--- config.mk ---
export PLATFORM = sky130hd
export DESIGN_NAME = loop_fission
export DESIGN_NICKNAME = d
export VERILOG_FILES = /design/src/rtl/loop_fission_pkg.sv /design/src/rtl/ksw_score_vec.sv /design/src/rtl/loop_fission.sv
export SDC_FILE = /design/constraint.sdc
export NUM_CORES = 2
export LEC_CHECK = 0
export BUFFER_PORTS_ARGS = -buffer_cell sky130_fd_sc_hd__buf_4
export CAP_MARGIN = 20
export CELL_PAD_IN_SITES_DETAIL_PLACEMENT = 1
export CELL_PAD_IN_SITES_GLOBAL_PLACEMENT = 2
export CORE_AREA = 8 8 378 380
export DETAILED_ROUTE_END_ITERATION = 7
export DIE_AREA = 0 0 386 388
export PLACE_DENSITY_LB_ADDON = 0.1
export SLEW_MARGIN = 20
export SYNTH_ARGS = -nofsm -noshare
export SYNTH_HDL_FRONTEND = slang
export SYNTH_SLANG_ARGS = --single-unit
--- constraint.sdc ---
create_clock -name clk -period 10.58 [get_ports clk]
set_clock_uncertainty 0.15 [all_clocks]
set_input_delay 2.116 -clock clk [delete_from_list [all_inputs] [get_ports clk]]
set_output_delay 2.116 -clock clk [all_outputs]
set_load 0.02 [all_outputs]
--- src/rtl/loop_fission_pkg.sv ---
// rtl/loop_fission_pkg.sv - shared widths, FSM states and default score bytes
package loop_fission_pkg;
  localparam int LANES = 16;
  localparam int AW    = 12;
  localparam int VW    = 8 * LANES;

  typedef enum logic [1:0] {IDLE, RUN, DRAIN} state_t;

  localparam logic [7:0] M1  = 8'h04;
  localparam logic [7:0] MCH = 8'h02;
  localparam logic [7:0] MIS = 8'hFC;
  localparam logic [7:0] NSC = 8'hFF;
endpackage

--- src/rtl/ksw_score_vec.sv ---
// rtl/ksw_score_vec.sv - combinational per-lane substitution scorer
module ksw_score_vec
  import loop_fission_pkg::*;
(
  input  logic [VW-1:0] sf,
  input  logic [VW-1:0] qr,
  input  logic [VW-1:0] m1,
  input  logic [VW-1:0] mch,
  input  logic [VW-1:0] mis,
  input  logic [VW-1:0] nsc,
  output logic [VW-1:0] score
);
  always_comb begin
    score = '0;
    for (int i = 0; i < LANES; i++) begin
      // ambiguous base on either side overrides the match test
      if (sf[8*i +: 8] == m1[8*i +: 8] || qr[8*i +: 8] == m1[8*i +: 8])
        score[8*i +: 8] = nsc[8*i +: 8];
      else if (sf[8*i +: 8] == qr[8*i +: 8])
        score[8*i +: 8] = mch[8*i +: 8];
      else
        score[8*i +: 8] = mis[8*i +: 8];
    end
  end
endmodule

--- src/rtl/loop_fission.sv ---
// rtl/loop_fission.sv - one anti-diagonal sweep: read 16-byte vectors, score, write back
module loop_fission
  import loop_fission_pkg::*;
(
  input  logic          clk,
  input  logic          rst_n,
  input  logic          start,
  input  logic [AW-1:0] r,
  input  logic [AW-1:0] st0,
  input  logic [AW-1:0] en0,
  input  logic [AW-1:0] qlen,
  input  logic [VW-1:0] m1_,
  input  logic [VW-1:0] sc_mch_,
  input  logic [VW-1:0] sc_mis_,
  input  logic [VW-1:0] sc_N_,
  output logic          rd_en,
  output logic [AW-1:0] sf_addr,
  output logic [AW-1:0] qr_addr,
  input  logic [VW-1:0] sf_data,
  input  logic [VW-1:0] qr_data,
  output logic          s_we,
  output logic [AW-1:0] s_addr,
  output logic [VW-1:0] s_data,
  output logic          busy,
  output logic          done
);
  state_t        state;
  logic [AW-1:0] t, r_q, en0_q, qlen_q;
  logic [VW-1:0] m1_q, mch_q, mis_q, n_q;
  logic          last0, vld1, last1;
  logic [AW-1:0] addr1;
  logic [AW-1:0] cur_t, cur_r, cur_en, cur_qlen;
  logic [AW:0]   t_nx;
  logic          fin, issue;
  logic [VW-1:0] score;

  // the accepting cycle issues the first read straight from the input ports
  always_comb begin
    cur_t    = t;
    cur_r    = r_q;
    cur_en   = en0_q;
    cur_qlen = qlen_q;
    if (state == IDLE) begin
      cur_t    = st0;
      cur_r    = r;
      cur_en   = en0;
      cur_qlen = qlen;
    end
    t_nx  = {1'b0, cur_t} + (AW+1)'(LANES);
    fin   = t_nx > {1'b0, cur_en};
    issue = (state == RUN) || (state == IDLE && start && !(st0 > en0));
  end

  ksw_score_vec u_score (
    .sf    (sf_data),
    .qr    (qr_data),
    .m1    (m1_q),
    .mch   (mch_q),
    .mis   (mis_q),
    .nsc   (n_q),
    .score (score)
  );

  always_ff @(posedge clk) begin
    if (!rst_n) begin
      state   <= IDLE;
      t       <= '0;
      r_q     <= '0;
      en0_q   <= '0;
      qlen_q  <= '0;
      m1_q    <= '0;
      mch_q   <= '0;
      mis_q   <= '0;
      n_q     <= '0;
      rd_en   <= 1'b0;
      sf_addr <= '0;
      qr_addr <= '0;
      last0   <= 1'b0;
      vld1    <= 1'b0;
      last1   <= 1'b0;
      addr1   <= '0;
      s_we    <= 1'b0;
      s_addr  <= '0;
      s_data  <= '0;
      busy    <= 1'b0;
      done    <= 1'b0;
    end else begin
      vld1  <= rd_en;
      last1 <= last0;
      addr1 <= sf_addr;
      s_we  <= vld1;
      done  <= 1'b0;
      if (vld1) begin
        s_addr <= addr1;
        s_data <= score;
      end

      if (issue) begin
        rd_en   <= 1'b1;
        sf_addr <= cur_t;
        qr_addr <= cur_t + cur_qlen - AW'(1) - cur_r;
        t       <= t_nx[AW-1:0];
        last0   <= fin;
        state   <= fin ? DRAIN : RUN;
      end else begin
        rd_en <= 1'b0;
        last0 <= 1'b0;
      end

      case (state)
        IDLE: if (start) begin
          r_q    <= r;
          en0_q  <= en0;
          qlen_q <= qlen;
          m1_q   <= m1_;
          mch_q  <= sc_mch_;
          mis_q  <= sc_mis_;
          n_q    <= sc_N_;
          if (st0 > en0) done <= 1'b1;
          else           busy <= 1'b1;
        end
        DRAIN: if (vld1 && last1) begin
          done  <= 1'b1;
          busy  <= 1'b0;
          state <= IDLE;
        end
        default: ;
      endcase
    end
  end
endmodule

Yosys cells after proc, flatten, opt, wreduce, memory -nomap -nowiden
Index checks and enable logic that the tools add are counted.
Storage, ports and cells
  logic and storage cells: 155
  output and inout bits: 168
  register bits: 745
  input bits: 819
Cells by class
  order comparisons: 2
  reduce and logical (&&, ||, !) cells: 26
  equal/unequal tests: 53
  add/subtract/negate cells: 4
  multiplexer cells: 49
Operators by type and width (count)
  8-bit equality test: 48
  8-bit two-way mux: 32
  12-bit two-way mux: 4
  1-bit logical OR: 17
  12-bit by 5-bit adder with 13-bit output (second input constant): 1
  13-bit by 12-bit greater-than comparator with 1-bit output: 1
  12-bit adder: 1
  12-bit greater-than comparator: 1
  12-bit by 1-bit subtractor with 12-bit output (second input constant): 1
  12-bit subtractor: 1
  2-bit two-way mux: 4
  1-bit two-way mux: 7
  2-bit inequality test (second input constant): 3
  1-bit case mux with 2 select lines: 2
  2-bit AND reduction: 2
  4-bit AND reduction: 1
  1-bit logical AND: 3
  2-bit by 1-bit equality test with 1-bit output (second input constant): 1
  2-bit equality test (second input constant): 1
  2-bit zero test: 1
  2-bit nonzero test: 1
  1-bit zero test: 1

Depth between registers and ports, before layout
  depth after elaboration: 8
  depth in mapped cells: 16
  mapped depth without buffers: 13

By module
Synthesis repeated with hierarchy kept, for this count alone.
Unflattened totals
  cells, all modules: 4140
  area total of the unflattened synthesis: 36044.6 um^2
Modules (own cells, without submodules)
  loop_fission: sequential area each 14834.2 um^2, area each 29012.8 um^2, instances 1, cells each 3228
  ksw_score_vec: sequential area each 0.0 um^2, area each 7031.7 um^2, instances 1, cells each 912

Worst setup path before layout
Ideal clock, no wire load.
  path kind: input to register
  start: in st0[5]
  end: reg state[0]
  library setup time: 95 ps
  stages on the path: 13
  slack: 5533 ps
  data required time: 10335 ps
  arrival: 4801 ps
  buffers on the path: 0
  cells stage by stage: or3b_2 and2_1 inv_1 ha_1 or4b_4 xor2_1 ha_1 a21o_1 a21oi_1 o211ai_1 o21ai_0 o21ai_1 a221oi_1
Between the ends
  word-level cells in the longest chain between the ends: 7
  elaborated cells on any way between the ends: 11
  those cells by class: add/sub: 1; order compare: 2; mux: 5; reduce/logical: 3
Ends and longest elaborated chain
  from (decl): line loop_fission.sv:9  | input logic [AW-1:0] st0,
  12-bit two-way mux *: line loop_fission.sv:43  | if (state == IDLE) begin
  named net cur_t[5]: line loop_fission.sv:32  | logic [AW-1:0] cur_t, cur_r, cur_en, cur_qlen;
  12-bit by 5-bit adder with 13-bit output *: line loop_fission.sv:49  | t_nx = {1'b0, cur_t} + (AW+1)'(LANES);
  named net t_nx[10]: line loop_fission.sv:33  | logic [AW:0] t_nx;
  13-bit by 12-bit greater-than comparator with 1-bit output *: line loop_fission.sv:50  | fin = t_nx > {1'b0, cur_en};
  2-bit two-way mux *: line loop_fission.sv:104  | state <= fin ? DRAIN : RUN;
  2-bit two-way mux *: line loop_fission.sv:98  | if (issue) begin
  2-bit two-way mux: line loop_fission.sv:122  | DRAIN: if (vld1 && last1) begin
  2-bit two-way mux *: line loop_fission.sv:110  | case (state)
  to (signal assigned): line loop_fission.sv:104
  to (decl): line loop_fission.sv:27  | state_t state;
Mark *: on every way through the listed nets, which the timed path passes. The rest lies on a longest branch.
A chain may end at the register's enable or synchronous reset.

Worst setup path in the final report
Ends and elaborated chain as after synthesis.

==> results.md <==
* Largest net degree at the start of global routing at 202
* Async set-reset flop share out of synthesis at 0
* # rows at 136
* Number of max-cap violations at 0
* Final number of hold-violating endpoints at 0
* Final count of negative-setup-slack endpoints at 0
* Vias in the first global route at 33,300
* Post-route cell area at 47,700 sq um
* Clock buffer count from CTS at 95
* Post-synthesis mux area share at 0.0973
* Hold WC Path Type: register to register
* Seq/Total Area, Yosys at 0.420
* Critical Path, Cell by Cell: buf_4, or3b_2, and2_1, inv_1, ha_1, or4b_4, xor2_1, ha_1, a21o_1, a21oi_1, o211ai_1, o21ai_0, o21ai_1, a221oi_1
* Worst slew pin tran at 1080 ps
* Hold buffers post-CTS at 0
* Post-Syn Instances at 4,014
* F_max at 203 MHz
* Worst Path Required at 11,010 ps
* Post-synth cell types at 50
* Total GRT Usage at 0.205
* PwrDens at 210 nW/um^2
* #FFs+latches synth at 741
* Initial Util at 0.259
* Quantity of gates resized following cts at 0
* Min Hold Slack at 294 ps
* Util after Layout at 0.349
* Post-Syn Area at 35,300 sq um
* Placed insts at 6,586
* Vias at 31,200
* Min cycle time layout at 4930 ps
* Clock Root Buffer: clkbuf_16
* CP most frequent cell: ha_1
* Leak at 18.7 nW
* Post-DR vias/cell at 4.57
* Die H at 388 um
* CTS Sinks at 741
* Pins Over Slew Limit at 0
* Unrepaired setup endpoints after global routing: no
* Top-area cell type share of the netlist area at 0.420
* Post-synthesis area per instance at 8.80 sq um
* Residual DRC count at 0
* Primary FF master, synth: dfxtp_1
* Share of layout cells above drive strength 1 at 0.267
* VDD IR max at 136 uV
* Syn_nets at 4,880
* WP data arrival at 5360 ps
* Worst path max stage delay at 500 ps
* Post-synth EDFFs at 0
* CP Launch Type: input port
* Worst setup EP type: register
* Status: completed
* Worst-path fanout max at 3
* Routability cong. at 0.838
* Xor/xnor cell area share of the yosys netlist at 0.100
* Largest family of logic cells by synthesized area: simple AND/OR/NAND/NOR gates
* Synth warn at 0
* CP max stage cell: or4b_4
* Top Family by Delay on Critical Path: compound AO/OA/AOI/OAI gates
* CTS tree: yes
* Area Overhead vs Synth at 35.1%
* Routed Antenna Nets at 0
* Slew headroom at 0.278
* Post-DP Area at 44,400 sq um
* Period utilization at 0.466
* Total length of routed wires at 160,000 um
* Clock latency at the later pin of the worst-skew pair at 680 ps
* Wirelength per Cell at 23.5 um
* Setup TNS Final at 0 ps
* Input/output buffers at 986
* Number of fill cells at 16,000
* Setup Fix Bufs, Post-CTS at 0
* H-tree Lvls at 3
* Io pins at 987
* Final Non-Filler Cells at 6,826
* Initial antenna violation count at 91
* WP buf/inv at 2
* Total grt overflow at 0
* Core box area at 137,000 sq um
* # nets final at 5,755
* DP HPWL at 122,000 um
* Die W at 386 um
* Detailed Route Iter0 Violations at 1,212
* Die area at 150,000 sq um
* Synth Area in Compound Gates at 0.152
* Post-synthesis simple-gate area fraction at 0.181
* Biggest area consumer among synthesized cells: dfxtp_1
* Adder-Cell Fraction of Synth Area at 0.0190
* Crit Path Category: input port to register
* Synth area leaders: dfxtp_1 (42%), nand2_1 (12%), a21boi_0 (12%)
* Longest Clk Path Bufs at 3
* Pre-antenna DRT Iters at 5
* Reg clk slew, reported paths at 60 ps
* Global-route wire length before repair at 228,000 um
==> layer usage <==
metal  part of all wire  vias to the layer above  wire [um]  track usage
met4              0.035                       34       5630       0.0829
met3              0.082                      255      13200       0.0791
met1               0.40                    14900      63500        0.230
met5             0.0014                        -        222            0
li1                   -                    15300          -            -
met2               0.48                      744      77600        0.345
==> layout make-up <==
cell class	count	area (sq um)	area share
inverters	33	124	0.00260
clock buffers	155	2940	0.0615
flip-flops and latches	741	14800	0.311
well taps	1794	2240	0.0470
repair buffers	1028	7790	0.163
clock inverters	17	178	0.00372
diodes	68	170	0.00356
multi-input cells	2990	19500	0.408
==> final timing paths <==
check / from / endpoint / slack [ps] / cells after the start
worst max-delay path: st0[5] / state[0]$_SDFF_PN0_ / 5650 / 14
worst min-delay path: last0$_SDFF_PN0_ / last1$_SDFF_PN0_ / 290 / 1
worst max register to register: state[1]$_SDFF_PN0_ / qr_addr[11]$_SDFFE_PN0N_ / 6130 / 14
worst min register to register: last0$_SDFF_PN0_ / last1$_SDFF_PN0_ / 290 / 1
==> per-stage QoR <==
stage               total power, mW  setup WS (ps)
floorplan                      5.72           5530
global placement               6.85           5070
detailed placement             6.89           5020
CTS                            10.2           5750
global route                   10.7           5560
finish                         10.0           5650
==> cells in the mapped netlist, drive strengths merged, types with 14 or more instances <==
library cell     n
nand4          100
nor2            21
xnor2          398
a21boi         549
o22ai           16
mux2i          185
mux2           141
nand3b         128
dfxtp          741
inv             33
ha              36
nor2b           30
nand2         1125
o211a           14
buf             23
o21ai          140
and2            22
clkbuf         227
a21oi           19
==> cell families after synthesis <==
group	Yosys count
AND/OR/NAND/NOR	1449
AO/OA/AOI/OAI	764
flip-flops	741
XOR/XNOR	404
multiplexers	326
buffers and inverters	283
adder cells (fa/ha/maj)	47
==> sequential cells by signal (all words and copies together), names as in the netlist, 2 cells and up <==
name     count
s_data     128
r_q         12
sf_addr     12
mch_q      128
s_addr      12
qr_addr     12
addr1       12
mis_q      128
t            8
m1_q       128
n_q        128
state        2
en0_q       12
qlen_q      12
==> worst reg2reg max path, cell delays in order (launching register included) <==
cell and delay [ps]:
dfxtp_1 530, nor2_4 190, buf_4 660, mux2_2 460, fa_1 460, inv_1 70, ha_1 160, inv_1 70
fa_1 450, nand2b_1 160, a21oi_1 250, a21oi_1 160, o21ai_0 290, xor2_1 190, a21oi_1 80
==> placed cells by master, fill, tap and decap left out, drive strengths merged, types with 7 or more instances in the layout <==
cell and instances:
nand2 1125, buf 1028, dfxtp 741, a21boi 549, xnor2 398, mux2i 185, clkbuf 155, mux2 141
o21ai 140, nand3b 128, nand4 100, diode 68, inv 37, ha 36, nor2b 30, and2 22
nor2 21, a21oi 19, o22ai 16, o211a 14, fa 11, clkinv 9, a21o 8, or3b 7
==> where the power goes <==
part           switching, mW  total, mW  internal (mW)
clock network           1.31       3.26           1.95
logic                   1.77       3.10           1.33
registers              0.356       3.65           3.29
(Power assumes the default switching activity.)
